--- src/rtl/receptor_mdio.sv ---
// PHY-side MDIO responder: decodes station frames sampled from MDC/MDIO_OUT/MDIO_OE,
// issues register write/read strobes and serialises read data back on MDIO_IN.
module receptor_mdio #(
  parameter logic [4:0] PHY_ADDR    = 5'h00,
  parameter bit         CHECK_PHYAD = 1'b0
) (
  input  logic        clk,
  input  logic        reset,
  input  logic        MDC,
  input  logic        MDIO_OUT,
  input  logic        MDIO_OE,
  input  logic [15:0] RD_DATA,
  output logic        MDIO_IN,
  output logic [4:0]  ADDR,
  output logic [15:0] WR_DATA,
  output logic        WR_STB,
  output logic        RD_STB,
  output logic        FRAME_ERR
);

  typedef enum logic [2:0] {
    S_SYNC, S_IDLE, S_HEADER, S_WR_DATA, S_RD_DATA, S_SKIP
  } state_t;

  state_t      r_state;
  logic        r_mdc_q;
  logic [5:0]  r_cnt;
  logic [12:0] r_hdr;
  logic [15:0] r_wr_sh;
  logic [15:0] r_rd_sh;
  logic        r_rd_latch;
  logic        r_mdio_in;
  logic [4:0]  r_addr;
  logic [15:0] r_wr_data;
  logic        r_wr_stb;
  logic        r_rd_stb;
  logic        r_frame_err;

  logic        w_rise;
  logic        w_fall;
  logic [13:0] w_hdr;
  logic [1:0]  w_st;
  logic [1:0]  w_op;
  logic [4:0]  w_phyad;
  logic [4:0]  w_regad;
  logic [5:0]  w_cnt_inc;
  logic [15:0] w_wr_next;

  assign w_rise    = MDC & ~r_mdc_q;
  assign w_fall    = ~MDC & r_mdc_q;
  assign w_hdr     = {r_hdr, MDIO_OUT};
  assign w_st      = w_hdr[13:12];
  assign w_op      = w_hdr[11:10];
  assign w_phyad   = w_hdr[9:5];
  assign w_regad   = w_hdr[4:0];
  assign w_cnt_inc = r_cnt + 6'd1;
  assign w_wr_next = {r_wr_sh[14:0], MDIO_OUT};

  assign MDIO_IN   = r_mdio_in;
  assign ADDR      = r_addr;
  assign WR_DATA   = r_wr_data;
  assign WR_STB    = r_wr_stb;
  assign RD_STB    = r_rd_stb;
  assign FRAME_ERR = r_frame_err;

  always_ff @(posedge clk) begin
    if (reset) begin
      r_state     <= S_SYNC;
      r_mdc_q     <= 1'b0;
      r_cnt       <= 6'd0;
      r_hdr       <= 13'd0;
      r_wr_sh     <= 16'd0;
      r_rd_sh     <= 16'd0;
      r_rd_latch  <= 1'b0;
      r_mdio_in   <= 1'b0;
      r_addr      <= 5'd0;
      r_wr_data   <= 16'd0;
      r_wr_stb    <= 1'b0;
      r_rd_stb    <= 1'b0;
      r_frame_err <= 1'b0;
    end else begin
      r_mdc_q     <= MDC;
      r_wr_stb    <= 1'b0;
      r_rd_stb    <= 1'b0;
      r_frame_err <= 1'b0;
      // Register file answers one cycle after RD_STB; capture it then.
      r_rd_latch  <= r_rd_stb;
      if (r_rd_latch)
        r_rd_sh <= RD_DATA;

      // r_cnt is the last sampled bit, so the fall before bit k+1 sees r_cnt==k.
      if (w_fall) begin
        if (r_state == S_RD_DATA && r_cnt >= 6'd16) begin
          r_mdio_in <= r_rd_sh[15];
          r_rd_sh   <= {r_rd_sh[14:0], 1'b0};
        end else begin
          r_mdio_in <= 1'b0;
        end
      end

      if (w_rise) begin
        case (r_state)
          S_SYNC: begin
            if (!MDIO_OE)
              r_state <= S_IDLE;
          end
          S_IDLE: begin
            if (MDIO_OE) begin
              r_hdr   <= w_hdr[12:0];
              r_cnt   <= 6'd1;
              r_state <= S_HEADER;
            end
          end
          S_HEADER: begin
            if (!MDIO_OE) begin
              r_frame_err <= 1'b1;
              r_state     <= S_IDLE;
            end else begin
              r_hdr <= w_hdr[12:0];
              r_cnt <= w_cnt_inc;
              if (r_cnt == 6'd13) begin
                if (w_st != 2'b01 || !(w_op == 2'b01 || w_op == 2'b10)) begin
                  r_frame_err <= 1'b1;
                  r_state     <= S_SKIP;
                end else if (CHECK_PHYAD && w_phyad != PHY_ADDR) begin
                  r_state <= S_SKIP;
                end else begin
                  r_addr <= w_regad;
                  if (w_op == 2'b01) begin
                    r_state <= S_WR_DATA;
                  end else begin
                    r_rd_stb <= 1'b1;
                    r_state  <= S_RD_DATA;
                  end
                end
              end
            end
          end
          S_WR_DATA: begin
            if (!MDIO_OE) begin
              r_frame_err <= 1'b1;
              r_state     <= S_IDLE;
            end else begin
              r_cnt <= w_cnt_inc;
              if (r_cnt >= 6'd16)
                r_wr_sh <= w_wr_next;
              if (r_cnt == 6'd31) begin
                r_wr_data <= w_wr_next;
                r_wr_stb  <= 1'b1;
                r_state   <= S_IDLE;
              end
            end
          end
          S_RD_DATA, S_SKIP: begin
            r_cnt <= w_cnt_inc;
            if (r_cnt == 6'd31)
              r_state <= S_IDLE;
          end
          default: r_state <= S_SYNC;
        endcase
      end
    end
  end

endmodule

--- config.mk ---
export PLATFORM = sky130hd
export DESIGN_NAME = receptor_mdio
export DESIGN_NICKNAME = d
export VERILOG_FILES = /design/src/rtl/receptor_mdio.sv
export SDC_FILE = /design/constraint.sdc
export NUM_CORES = 1
export LEC_CHECK = 0
export BUFFER_PORTS_ARGS = -buffer_cell sky130_fd_sc_hd__buf_4
export CORE_ASPECT_RATIO = 0.8
export CORE_MARGIN = 2
export CORE_UTILIZATION = 50
export DETAILED_ROUTE_END_ITERATION = 10
export HOLD_SLACK_MARGIN = 0.1
export PLACE_DENSITY = 0.71
export SLEW_MARGIN = 25
export SYNTH_ARGS = -nofsm -noshare
export SYNTH_HDL_FRONTEND = slang
export SYNTH_SLANG_ARGS = --single-unit
--- constraint.sdc ---
create_clock -name clk -period 3.3 [get_ports clk]
set_clock_uncertainty 0.15 [all_clocks]
set_input_delay 0.165 -clock clk [delete_from_list [all_inputs] [get_ports clk]]
set_output_delay 0.165 -clock clk [all_outputs]
set_load 0.005 [all_outputs]
# Yosys cells after proc, flatten, opt, wreduce, memory -nomap -nowiden
# Cells that the tools add are included.
[word_totals]
register_bits = 80
in_bits = 21
word_cells = 80
[classes]
addsub = 1
magnitude_cmp = 1
n_eq_ne = 14
n_mux = 23
n_bitwise = 10
reduce_logical = 18
[ops]
columns = ["cell", "count"]
rows = [
  ["$mux 16", 3],
  ["$mux 3", 8],
  ["$pmux 6 s3", 1],
  ["$reduce_and 4->1", 4],
  ["$pmux 3 s5", 1],
  ["$mux 6", 2],
  ["$not 1->1", 8],
  ["$reduce_or 2->1", 4],
  ["$mux 1", 7],
  ["$add 6x1->6 const B", 1],
  ["$eq 3x2->1 const B", 2],
  ["$eq 3x3->1 const B", 2],
  ["$eq 6x4->1 const B", 1],
  ["$eq 6x5->1 const B", 1],
  ["$ge 6x5->1 const B", 1],
  ["$reduce_or 6->1", 1],
  ["$reduce_and 5->1", 1],
  ["$ne 2x1->1 const B", 2],
  ["$ne 2x2->1 const B", 2],
  ["$reduce_or 4->1", 1],
  ["$eq 3x1->1 const B", 1],
  ["$logic_not 3->1", 1],
  ["$ne 3x3->1 const B", 1],
  ["$reduce_and 3->1", 1],
  ["8 further kinds", 10],
]

# Longest topological paths before layout
[logic_depth]
depth_word = 8
ltp_mapped = 7
depth_no_buf = 6

# Worst setup path after synthesis
# OpenSTA, ideal clock, no wires.
[synth_path]
path_type = "reg-to-reg"
from = "register r_state[2]"
to = "register r_cnt[4]"
arrival_ps = 1894
required_ps = 3058
setup_slack_ps = 1164
path_stages_with_launch = 8
n_path_buf = 2
synth_period_minus_slack_ps = 2136
cell_sequence = "dfxtp_1 buf_2 inv_1 ha_1 or3_1 clkbuf_1 a2111o_1 o32ai_1"
[synth_between]
elab_chain_len = 4
[synth_rtl]
columns = ["item", "line_no", "source"]
rows = [
  ["start, declared", "25", "state_t r_state;"],
  ["start signal, assigned", "68", "r_state <= S_SYNC;"],
  ["start signal, assigned", "105", "r_state <= S_IDLE;"],
  ["start signal, assigned", "111", "r_state <= S_HEADER;"],
  ["$eq 3x2->1 or $eq 3x3->1 (tied branches)", "102", "case (r_state)"],
  ["$reduce_or 2->1, on equally long branches", "n/a", ""],
  ["$ne 2x1->1 (no line) or $reduce_bool 3->1 (tied branches)", "n/a", ""],
  ["$reduce_and 4->1 (no line)", "n/a", ""],
  ["end signal, assigned", "120", "r_cnt <= w_cnt_inc;"],
  ["end signal, assigned", "144", "r_cnt <= w_cnt_inc;"],
  ["end signal, assigned", "155", "r_cnt <= w_cnt_inc;"],
  ["end, declared", "27", "logic [5:0] r_cnt;"],
]
# Parallel ways exist; a longest one is shown, timed or not.
# A chain may end at the register's enable or synchronous reset.

# Worst setup path in the final report
# Ends and elaborated chain as after synthesis.

==> results by group <==
Min path
  – Worst hold path type: in2reg
  – Hold path cells: 2
  – Hold Startpoint: reset

STA
  – Worst slew margin: 0.3762
  – Hold slack: 0.2418 ns
  – RSZ-0062 raised after global routing: false
  – Final Hold Vio Count: 0
  – Max Freq: 422.5 MHz
  – Setup Viol. Count Final: 0
  – Max Slew Vio Count: 0
  – Final period util: 0.7172
  – Sum Neg Setup Slack: 0 ns
  – Worst-margin pin slew: 0.9344 ns
  – Fin crit period: 2.367 ns

Route
  – DRT antenna net count: 0
  – # DRC: 0
  – WL/cell: 13.73 µm
  – First drt pass iteration count: 4
  – Vias: 2688
  – Final wirelength: 6808 µm
  – 1st-iter DRT viols: 253
  – Via density: 5.419

Logic synthesis
  – Sequential share of the synthesized area: 0.4678
  – Post-synth EDFFs: 0
  – Number of synthesized register bits: 80
  – Top_reg_cell synth: dfxtp_1
  – Syn_area_per_cell: 9.670 µm²
  – Mapped Area: 3423 µm²
  – Synth unique cells: 51
  – Syn Inst Count: 354
  – Synth warnings: 0
  – Syn nets: 381
  – Post-synth ARST share: 0
  – Area fraction of the dominant cell type after synthesis: 0.4678
  – Synth area leaders: dfxtp_1 47%, mux2i_1 18%, nor2_1 7.1%, a211oi_1 3.9%, ha_1 2.2%
  – Post-synth top area cell: dfxtp_1

CTS
  – CTS tree: done
  – Clock latency on the worst-skew pair: 0.36 ns
  – CTS buffer count: 9
  – H-tree Lvls: 3
  – CTS Sinks: 80
  – Longest Clk Path Bufs: 2
  – Root Buffer: clkbuf_8
  – Worst-path clk slew: 0.09 ns

Worst setup path
  – Worst path required time: 3.41 ns
  – R2R depth: 5
  – CP startpoint kind: flop
  – Reg2reg setup slack: 0.93 ns
  – Worst setup path class: reg2reg
  – CP max FO: 12
  – CP arrival: 2.48 ns
  – Worst r2r src: r_state[2]
  – Setup crit start: r_state[2]
  – Worst Setup End Kind: flop

Cells and area
  – Filler cells: 558
  – Antenna diodes: 0
  – Nets: 434
  – Area Overhead vs Synth: 21.20%
  – Share of cells above drive strength 1: 0.1626
  – Most common cell after layout, fill and taps aside: dfxtp_1
  – Commonest cells after routing, fill and taps aside: 80 x dfxtp_1, 65 x nor2_1, 60 x mux2i_1

Place
  – Placer Congestion: 0.8091
  – Port bufs: 45
  – DP HPWL: 4321 µm

Power and ir drop
  – Leakage: 1.603 nW
  – NetSw: 0.0004238 W
  – Internal power: 0.001289 W
  – Total power: 0.001713 W
  – Pwr Density: 412.8 nW/µm²
  – Switching share of power: 0.2475
  – Sequential Power Share: 0.567
  – Clock Power Share: 0.385
  – Peak supply drop: 276.4 µV
  – Comb pwr share: 0.048

Floorplan
  – Die height: 78.01 µm
  – Top-Level Pins: 46
  – Site Rows: 26
  – Die area: 7529 µm²
  – Initial core utilization: 0.5262
  – CORE AREA: 6506 µm²
  – Die Span X: 96.51 µm

Global routing
  – Initial antenna violation count: 0
  – Largest net degree at the start of global routing: 86
  – Global-route wire length before repair: 11430 µm
  – Vias in the first global route: 2512
  – GRT Total Usage: 0.1917
  – Grt total ovfl: 0

Status
  – Outcome: finished clean

Job
  – Maxcap violations: 0
-- worst max-delay path, cell delays in order, from the launching register on --
cell and delay [ns]:
dfxtp_1 0.55, inv_1 0.19, ha_1 0.24, or3_1 0.49
a2111o_1 0.45, o32ai_1 0.22
-- metrics by stage --
stage / worst slack (ns) / cell area [µm²] / util / std cells
final: 0.9331 / 4149 / 0.6377 / 496
after global routing: 0.7471 / 4149 / 0.6377 / 496
after CTS: 0.9486 / 4149 / 0.6377 / 496
after detailed placement: 0.9623 / 3780 / 0.5810 / 461
after global placement: 1.065 / 3780 / 0.5810 / 461
after floorplan: 1.164 / 3423 / - / 354
-- cells by family after synthesis --
group / Yosys count / share of synthesized area
AOI/OAI and AO/OA: 54 / 0.1137
xor gates and xnor gates: 2 / 0.005118
adders and majority gates: 6 / 0.02193
buffers and inverters: 33 / 0.04130
DFF: 80 / 0.4678
muxes: 61 / 0.1787
and+or+nand+nor: 118 / 0.1714
-- worst paths after layout --
| path | end |
|---|---|
| min reg2reg | ADDR[4] |
| max reg2reg | r_cnt[4] |
| min | r_wr_sh[0] |
| max | r_cnt[4] |
-- state kept, by name, indices dropped and copies added, names as in the netlist --
| signal | count |
|---|---|
| r_rd_latch | 1 |
| WR_DATA | 16 |
| r_hdr | 13 |
| WR_STB | 1 |
| r_mdc_q | 1 |
| r_rd_sh | 16 |
| FRAME_ERR | 1 |
| MDIO_IN | 1 |
| ADDR | 5 |
| r_cnt | 6 |
| r_state | 3 |
| RD_STB | 1 |
| r_wr_sh | 15 |
-- synth_stat cells, drive strengths merged, types with 3 or more instances --
master	number
mux2i	60
inv	9
nor3b	5
clkbuf	16
nand4	3
nor2	65
a211oi	18
nor4	3
dfxtp	80
a221oi	4
o21ai	8
nand2	4
nor3	4
ha	6
a21oi	6
nor2b	6
buf	8
nand3	8
nand2b	7
-- timing repair --
| item | CTS | global route |
|---|---|---|
| setup endpoints to repair | 0 | 0 |
| hold buffers | 19 | 0 |
| gates resized for setup | 0 | 0 |
| endpoints found under the hold margin | 23 | 0 |
| buffers inserted | 0 | 0 |
-- area by class of cell --
type,instances,area [µm²],area share
clock buffers,9,123.9,0.02986
multi-input cells,241,1687,0.4065
well taps,84,105.1,0.02533
repair buffers,66,543.0,0.1309
clock inverters,7,55.05,0.01327
flip-flops and latches,80,1602,0.3860
inverters,9,33.78,0.008142
-- per-layer routing --
metal  up-vias  share of wire  GRT usage
met3         9          0.054    0.05566
met5         -              0          0
met2        65           0.43     0.2806
met1      1236           0.50     0.2717
met4         0          0.012    0.06197
li1       1378              -          -
-- power groups by stage --
| stage | combinational [W] | clock, W | sequential, W |
|---|---|---|---|
| floorplan | 0.0000392 | 0 | 0.000990 |
| global route | 0.0000899 | 0.000725 | 0.000971 |
| finish | 0.0000821 | 0.000660 | 0.000971 |
| global placement | 0.0000630 | 0 | 0.000993 |
| detailed placement | 0.0000636 | 0 | 0.000993 |
| CTS | 0.0000817 | 0.000686 | 0.000971 |
(Power assumes the default switching activity.)
